===== src/rtl/pll_lock_supervisor.sv =====
`timescale 1ns/1ps
// Purpose : sequences PLL reset, waits for a stable lock, then releases the PLL-domain reset.
// Latency : locked is seen 2 cycles after it changes; every output is registered from the next state.
// Backpressure: none; retry is a single-cycle request that is honoured only in FAILED.
//
// Ports:
//   clock_in        free-running reference clock, the only clock
//   reset           asynchronous, active-high reset
//   locked          PLL LOCK, asynchronous to clock_in
//   retry           single-cycle request to leave FAILED
//   pll_resetb      PLL RESETB, active low
//   sys_reset       active-high reset for logic in the PLL output domain
//   ready           high only in RUN
//   fail            high only in FAILED
//   lock_lost_count lock losses seen in RUN, saturates at 255
//   state           PLL_RST=0, WAIT_LOCK=1, STABLE=2, RUN=3, FAILED=4
module pll_lock_supervisor #(
    parameter int PLL_RESET_CYCLES    = 16,
    parameter int LOCK_TIMEOUT_CYCLES = 65536,
    parameter int LOCK_STABLE_CYCLES  = 1024,
    parameter int MAX_RETRIES         = 4
) (
    input  logic       clock_in,
    input  logic       reset,
    input  logic       locked,
    input  logic       retry,
    output logic       pll_resetb,
    output logic       sys_reset,
    output logic       ready,
    output logic       fail,
    output logic [7:0] lock_lost_count,
    output logic [2:0] state
);

    // One shared counter sized to hold the largest terminal value (parameter - 1).
    localparam int MAX_A = (PLL_RESET_CYCLES > LOCK_TIMEOUT_CYCLES) ? PLL_RESET_CYCLES
                                                                     : LOCK_TIMEOUT_CYCLES;
    localparam int MAX_P = (MAX_A > LOCK_STABLE_CYCLES) ? MAX_A : LOCK_STABLE_CYCLES;
    localparam int CW    = $clog2(MAX_P);

    localparam logic [CW-1:0] RST_LAST     = CW'(PLL_RESET_CYCLES - 1);
    localparam logic [CW-1:0] TIMEOUT_LAST = CW'(LOCK_TIMEOUT_CYCLES - 1);
    localparam logic [CW-1:0] STABLE_LAST  = CW'(LOCK_STABLE_CYCLES - 1);
    localparam logic [3:0]    RETRY_LIMIT  = 4'(MAX_RETRIES);

    typedef enum logic [2:0] {
        S_PLL_RST   = 3'd0,
        S_WAIT_LOCK = 3'd1,
        S_STABLE    = 3'd2,
        S_RUN       = 3'd3,
        S_FAILED    = 3'd4
    } st_t;

    st_t           st;
    st_t           st_nxt;
    logic [CW-1:0] cnt;
    logic [3:0]    retry_cnt;
    logic [3:0]    retry_inc;
    logic          lock_meta;
    logic          locked_s;
    logic          lost_evt;
    logic          timeout_hit;

    // Two-flop synchronizer; nothing downstream looks at the raw locked input.
    always_ff @(posedge clock_in or posedge reset) begin
        if (reset) begin
            lock_meta <= 1'b0;
            locked_s  <= 1'b0;
        end else begin
            lock_meta <= locked;
            locked_s  <= lock_meta;
        end
    end

    always_comb begin
        st_nxt      = st;
        retry_inc   = retry_cnt + 4'd1;
        lost_evt    = 1'b0;
        timeout_hit = 1'b0;
        case (st)
            S_PLL_RST: begin
                if (cnt == RST_LAST) st_nxt = S_WAIT_LOCK;
            end
            S_WAIT_LOCK: begin
                // A lock arriving in the timeout cycle takes priority over the retry.
                if (locked_s) begin
                    st_nxt = S_STABLE;
                end else if (cnt == TIMEOUT_LAST) begin
                    timeout_hit = 1'b1;
                    st_nxt      = (retry_inc == RETRY_LIMIT) ? S_FAILED : S_PLL_RST;
                end
            end
            S_STABLE: begin
                if (!locked_s)                st_nxt = S_WAIT_LOCK;
                else if (cnt == STABLE_LAST)  st_nxt = S_RUN;
            end
            S_RUN: begin
                if (!locked_s) begin
                    st_nxt   = S_PLL_RST;
                    lost_evt = 1'b1;
                end
            end
            S_FAILED: begin
                if (retry) st_nxt = S_PLL_RST;
            end
            default: st_nxt = S_PLL_RST;
        endcase
    end

    always_ff @(posedge clock_in or posedge reset) begin
        if (reset) begin
            st              <= S_PLL_RST;
            cnt             <= '0;
            retry_cnt       <= 4'd0;
            lock_lost_count <= 8'd0;
            pll_resetb      <= 1'b0;
            sys_reset       <= 1'b1;
            ready           <= 1'b0;
            fail            <= 1'b0;
        end else begin
            st <= st_nxt;

            // Counter restarts on every transition; it only runs in the timed states.
            if (st_nxt != st) begin
                cnt <= '0;
            end else if (st == S_PLL_RST || st == S_WAIT_LOCK || st == S_STABLE) begin
                cnt <= cnt + CW'(1);
            end

            if (timeout_hit) begin
                retry_cnt <= retry_inc;
            end else if ((st_nxt == S_RUN && st != S_RUN) || (st == S_FAILED && retry)) begin
                retry_cnt <= 4'd0;
            end

            if (lost_evt && lock_lost_count != 8'hFF) begin
                lock_lost_count <= lock_lost_count + 8'd1;
            end

            // Outputs are decoded from the next state so they move with the state register.
            pll_resetb <= !(st_nxt == S_PLL_RST || st_nxt == S_FAILED);
            sys_reset  <= (st_nxt != S_RUN);
            ready      <= (st_nxt == S_RUN);
            fail       <= (st_nxt == S_FAILED);
        end
    end

    assign state = st;

endmodule


===== config.mk =====
export PLATFORM = sky130hd
export DESIGN_NAME = pll_lock_supervisor
export DESIGN_NICKNAME = d
export VERILOG_FILES = /design/src/rtl/pll_lock_supervisor.sv
export SDC_FILE = /design/constraint.sdc
export NUM_CORES = 1
export LEC_CHECK = 0
export BUFFER_PORTS_ARGS = -buffer_cell sky130_fd_sc_hd__buf_2
export CAP_MARGIN = 20
export CORE_UTILIZATION = 48
export DETAILED_ROUTE_END_ITERATION = 8
export GPL_ROUTABILITY_DRIVEN = 0
export PLACE_DENSITY = 0.73
export REMOVE_ABC_BUFFERS = 1
export SLEW_MARGIN = 20
export SYNTH_ARGS = -nofsm -noshare
export SYNTH_HDL_FRONTEND = slang
export SYNTH_SLANG_ARGS = --single-unit

===== constraint.sdc =====
create_clock -name clock_in -period 2.8 [get_ports clock_in]
set_clock_uncertainty 0.2 [all_clocks]
set_input_delay 0.56 -clock clock_in [delete_from_list [all_inputs] [get_ports clock_in]]
set_output_delay 0.56 -clock clock_in [all_outputs]
set_load 0.02 [all_outputs]

==> results of run 1 <==
-- flip-flops by register name (all words and copies together) (netlist names), 3 cells and up --
name,cells
retry_cnt,4
state,3
cnt,16
lock_lost_count,8
-- placed cells by master, fill, tap and decap left out, types with 2 or more instances in the layout --
cell / instances
and3_1: 5
clkbuf_8: 5
inv_1: 5
nand4_1: 9
xor2_1: 17
clkinv_2: 2
buf_4: 9
or4_4: 2
xnor2_1: 6
and4_1: 2
nor3_1: 4
a211oi_1: 11
dfrtp_1: 36
o21ai_0: 7
buf_2: 18
or4_1: 2
mux2i_1: 4
nor2_1: 17
ha_1: 4
nand3_1: 13
o21a_1: 2
nand2_1: 8
a21oi_1: 3
nor4_1: 2
-- worst max-delay path, cell delays in order, from the launching register on --
cell and delay (ps):
dfrtp_1 410, or4_1 540, or4_4 550, a2111oi_4 390, or4_4 270, a211oi_1 100
-- cells by family after synthesis --
group                      after synthesis  share of synthesized area, %
xor gates and xnor gates                23                          10.5
and+or+nand+nor                         71                          20.2
AOI/OAI and AO/OA                       31                          12.7
muxes                                    5                          2.68
adders and majority gates                4                          2.61
DFF                                     37                          48.4
buffers and inverters                   11                          2.87
-- synthesized netlist by cell type, drive strengths merged (2+ instances only) --
master	count	share of area (%)
nand4	9	2.9
inv	5	0.98
nor2	17	3.3
and3	5	1.6
xor2	17	7.8
ha	4	2.6
o21a	2	0.78
or3	2	0.72
dfrtp	36	47
a211oi	11	4.3
nor3	4	1.0
and4	2	0.91
a21oi	3	0.78
nor4	2	0.65
or4	4	1.8
xnor2	6	2.7
nand2	8	1.6
nand3	13	3.4
o21ai	7	1.8
buf	5	1.7
mux2i	4	2.1
-- through the flow --
step	area, sq um	util [%]	instances
after floorplan	1880	-	176
after global placement	2100	56.0	251
after detailed placement	2100	56.0	251
after CTS	2180	58.3	259
after global routing	2180	58.3	259
final	2180	58.3	259
-- routing by layer --
layer / vias to the layer above / part of all wire (%) / track usage (%)
met5: - / 0 / 0
met4: 0 / 0.18 / 3.80
met3: 2 / 5.0 / 5.38
met2: 44 / 51 / 35.4
met1: 717 / 44 / 27.7
li1: 725 / - / -
-- power by group through the flow --
stage                     sequential, mW  combinational (mW)  clock, mW
after floorplan                    0.697               0.214          0
after detailed placement           0.663               0.377          0
final                              0.653               0.388      0.357
after global routing               0.664               0.432      0.388
after CTS                          0.653               0.390      0.370
after global placement             0.657               0.356          0
-- final cells by class --
class,count,area [sq um],area share [%]
Sequential cell,37,927,42.5
Inverter,5,18.8,0.860
Tap cell,48,60.1,2.75
Timing Repair Buffer,27,158,7.22
Clock buffer,6,72.6,3.32
Clock inverter,2,10.0,0.458
Multi-Input combinational cell,134,937,42.9
-- timing repair --
item | in CTS | in global routing
buffers inserted | 0 | 0
resized for setup | 1 | 0
setup endpoints to repair | 2 | 0
-- worst max-delay path by stage --
stage	startpoint	endpoint	slack, ps	depth (start not counted)
after global placement	cnt[10]	cnt[1]	110	5
after CTS	cnt[10]	cnt[4]	210	5
after global routing	cnt[4]	cnt[5]	110	5
after detailed placement	cnt[10]	cnt[9]	7	5
after floorplan	cnt[11]	cnt[9]	210	5
final	cnt[10]	cnt[4]	210	5
==> impl_metrics.env, run 1 <==
export IMPL_cp_required_ps=2760
export IMPL_die_w_um=65.2
export IMPL_ctsHoldBuffers=0
export IMPL_routedWlPerCell_um=15.0
export IMPL_final_min_clock_period_ps=2590
export IMPL_p_leak_nw=1.03
export IMPL_syn_area_sq_um=1920
export IMPL_rsz0062_at_grt="false"
export IMPL_switching_share_pct=34.7
export IMPL_cts_path_max_buffers=2
export IMPL_r2r_setup_slack_ps=210
export IMPL_worstReg2RegEnd="cnt[4]"
export IMPL_synth_edf_count=0
export IMPL_ys_types=42
export IMPL_cts_htree_levels=2
export IMPL_cts_tree="yes"
export IMPL_power_density_nw_per_um2=640
export IMPL_dieArea_sq_um=4250
export IMPL_drive_gt1_share_pct=20.9
export IMPL_ir_worst_vdd_mv=0.452
export IMPL_io_pins=19
export IMPL_syn_inst=182
export IMPL_max_freq_mhz=385
export IMPL_clkSinkCount=37
export IMPL_cp_max_fo=11
export IMPL_cts_root_buf="clkbuf_8"
export IMPL_setup_tns_ps=0
export IMPL_tightestPinTransition_ps=602
export IMPL_seq_area_frac_synth_pct=48.4
export IMPL_reg2reg_depth=5
export IMPL_grt_pass1_wl_um=6870
export IMPL_drt_iter0_markers=101
export IMPL_grt_remaining_overflow=0
export IMPL_criticalPathCategory="flip-flop to flip-flop"
export IMPL_final_setup_worst_slack_ps=206
export IMPL_dr_pass1_iters=4
export IMPL_holdWs_ps=25.1
export IMPL_finalCritPeriodShare_pct=92.7
export IMPL_grt_antenna_before_repair=0
export IMPL_dp_hpwl_um=2780
export IMPL_p_int_mw=0.913
export IMPL_arrival_ps=2550
export IMPL_syn_mean_instance_area_sq_um=10.5
export IMPL_seqPwrFrac_pct=46.7
export IMPL_fillers=332
export IMPL_timing_final_hold_violations=0
export IMPL_synth_async_reset_ratio_pct=100
export IMPL_p_clk_share_pct=25.5
export IMPL_end_kind="flip-flop"
export IMPL_status="finished clean"
export IMPL_drc=0
export IMPL_fin_nets=218
export IMPL_start_util_pct=51.2
export IMPL_antenna_left=0
export IMPL_synth_warnings=0
export IMPL_setup_viol=0
export IMPL_clkTransAtPathRegs_ps=70
export IMPL_start_kind="flip-flop"
export IMPL_final_max_slew_viol_count=0
export IMPL_slew_headroom_pct=59.3
export IMPL_routed_via_density=5.75
export IMPL_dieHeight_um=65.2
export IMPL_grt_use_total_pct=21.1
export IMPL_combinationalPowerShare_pct=27.7
export IMPL_routed_wl_um=3890
export IMPL_reg2reg_from="cnt[10]"
export IMPL_p_total_mw=1.40
export IMPL_clkLatencyLatePin_ps=280
export IMPL_areaGrowthSynthToFinish_pct=14.0
export IMPL_portBuffers=18
export IMPL_grt_max_degree=30
export IMPL_hold_path_class="input port to asynchronous set/reset pin"
export IMPL_rows=22
export IMPL_grt_pass1_vias=1485
export IMPL_n_antenna_cell=0
export IMPL_vias=1488
export IMPL_maxCapViolations=0
export IMPL_ys_ff_latch=37
export IMPL_synthFlopType="dfrtp_1"
export IMPL_dp_slack_ps=7.42
export IMPL_coreArea_sq_um=3740
export IMPL_cts_inserted_buffers=5
export IMPL_switchingPower_mw=0.485
(Power assumes the default switching activity.)
==> run 2: changes to the inputs <==
--- a/config.mk
+++ b/config.mk
@@ -10,8 +10,10 @@
 export CORE_UTILIZATION = 48
 export DETAILED_ROUTE_END_ITERATION = 8
 export GPL_ROUTABILITY_DRIVEN = 0
+export MAX_ROUTING_LAYER = met4
 export PLACE_DENSITY = 0.73
 export REMOVE_ABC_BUFFERS = 1
+export SKIP_LAST_GASP = 1
 export SLEW_MARGIN = 20
 export SYNTH_ARGS = -nofsm -noshare
 export SYNTH_HDL_FRONTEND = slang
==> run 2 against run 1 <==
Worst setup slack better by 2.6 ps. Combinational power about the same. Non-clock buffer count unchanged. First-iteration DRC count down 3.0%. Sequential share of layout area unchanged. Register-to-register slack about the same. Fmax up 0.10%. Die area unchanged. Largest cell class unchanged. Critical path depth unchanged. Cell count unchanged. Power about the same. Sequential power about the same.
==> impl_metrics.env, run 2 (synthesis results as in run 1) <==
export IMPL_criticalPathCategory="flip-flop to flip-flop"
export IMPL_power_density_nw_per_um2=640
export IMPL_slew_headroom_pct=59.4
export IMPL_reg2reg_from="cnt[10]"
export IMPL_p_leak_nw=1.03
export IMPL_timing_final_hold_violations=0
export IMPL_seqCellArea_sq_um=927
export IMPL_routed_wl_um=3890
export IMPL_clkLatencyLatePin_ps=290
export IMPL_final_cell_mix="dfrtp_1, buf_2, nor2_1, xor2_1, nand3_1"
export IMPL_clkTransAtPathRegs_ps=70
export IMPL_die_w_um=65.2
export IMPL_cts_tree="yes"
export IMPL_clkSinkCount=37
export IMPL_setup_viol=0
export IMPL_finalCritPeriodShare_pct=92.6
export IMPL_fin_nets=218
export IMPL_areaGrowthSynthToFinish_pct=14.0
export IMPL_start_util_pct=51.2
export IMPL_cts_inserted_buffers=5
export IMPL_tightestPinTransition_ps=601
export IMPL_cts_root_buf="clkbuf_8"
export IMPL_dp_hpwl_um=2780
export IMPL_cp_max_fo=11
export IMPL_top_register="cnt"
export IMPL_worstReg2RegEnd="cnt[4]"
export IMPL_vias=1478
export IMPL_final_max_slew_viol_count=0
export IMPL_reg_top3="cnt x16, lock_lost_count x8, retry_cnt x4"
export IMPL_fillers=332
export IMPL_start_kind="flip-flop"
export IMPL_setup_tns_ps=0
export IMPL_grt_pass1_vias=1489
export IMPL_n_antenna_cell=0
export IMPL_maxCapViolations=0
export IMPL_grt_remaining_overflow=0
export IMPL_grt_pass1_wl_um=6870
export IMPL_grt_max_degree=30
export IMPL_routedWlPerCell_um=15.0
export IMPL_status="finished clean"
export IMPL_hold_path_class="input port to asynchronous set/reset pin"
export IMPL_antenna_left=0
export IMPL_finalCoreUtilization_pct=58.3
export IMPL_rows=22
export IMPL_mostFrequentLayoutCell="dfrtp_1"
export IMPL_ir_worst_vdd_mv=0.452
export IMPL_coreArea_sq_um=3740
export IMPL_drt_iter0_markers=98
export IMPL_final_min_clock_period_ps=2590
export IMPL_dr_pass1_iters=5
export IMPL_rsz0062_at_grt="false"
export IMPL_io_pins=19
export IMPL_dieHeight_um=65.2
export IMPL_grt_use_total_pct=21.7
export IMPL_drive_gt1_share_pct=20.9
export IMPL_end_kind="flip-flop"
export IMPL_max_freq_mhz=386
export IMPL_drc=0
export IMPL_routed_via_density=5.71
export IMPL_largest_reg_flops=16
export IMPL_cp_required_ps=2760
export IMPL_reg2reg_depth=5
export IMPL_cts_htree_levels=2
export IMPL_portBuffers=18
export IMPL_grt_antenna_before_repair=0
export IMPL_r2r_setup_slack_ps=210
export IMPL_dieArea_sq_um=4250
export IMPL_multi_input_area_sq_um=937
export IMPL_arrival_ps=2550
export IMPL_cts_path_max_buffers=2
-- run 2: metal layers --
metal	GRT usage (%)	up-vias	share of wire, %
met5	-	-	0
met4	3.80	0	0
li1	-	726	-
met1	27.8	713	45
met3	5.38	0	4.1
met2	35.2	39	51
-- run 2: layout make-up --
class / count / share of cell area [%]
Multi-Input combinational cell: 134 / 42.9
Sequential cell: 37 / 42.5
Timing Repair Buffer: 27 / 7.22
Clock buffer: 6 / 3.32
Tap cell: 48 / 2.75
Inverter: 5 / 0.860
Clock inverter: 2 / 0.458
-- run 2: worst max-delay path by stage --
| stage | from | to | slack [ps] | depth (start not counted) |
|---|---|---|---|---|
| global route | cnt[4] | cnt[5] | 110 | 5 |
| floorplan | cnt[11] | cnt[9] | 210 | 5 |
| global placement | cnt[10] | cnt[1] | 110 | 5 |
| finish | cnt[10] | cnt[4] | 210 | 5 |
| detailed placement | cnt[10] | cnt[9] | 7 | 5 |
| CTS | cnt[10] | cnt[4] | 210 | 5 |
-- run 2: stage by stage --
stage / power (mW) / instances / setup WS [ps] / area [sq um] / hold WS (ps)
after floorplan: 0.911 / 176 / 209 / 1880 / 131
after global placement: 1.01 / 251 / 108 / 2100 / 133
after detailed placement: 1.04 / 251 / 7.42 / 2100 / 140
after CTS: 1.41 / 259 / 209 / 2180 / 29.8
after global routing: 1.48 / 259 / 109 / 2180 / 39.7
final: 1.40 / 259 / 208 / 2180 / 23.5
-- run 2: timing repair --
action / 4_1_cts / 5_1_grt
setup buffers: 0 / 0
gates resized for setup: 1 / 0
hold buffers: 0 / 0
setup endpoints to repair: 2 / 0
-- run 2: worst max-delay path: stages (launching register included) --
cell and delay, ps:
dfrtp_1 410, or4_1 540, or4_4 550, a2111oi_4 390, or4_4 270, a211oi_1 100
-- run 2: report_power, final --
| part | internal, mW | switching (mW) | total [mW] |
|---|---|---|---|
| combinational | 0.146 | 0.240 | 0.387 |
| clock | 0.172 | 0.186 | 0.358 |
| sequential | 0.594 | 0.0595 | 0.653 |
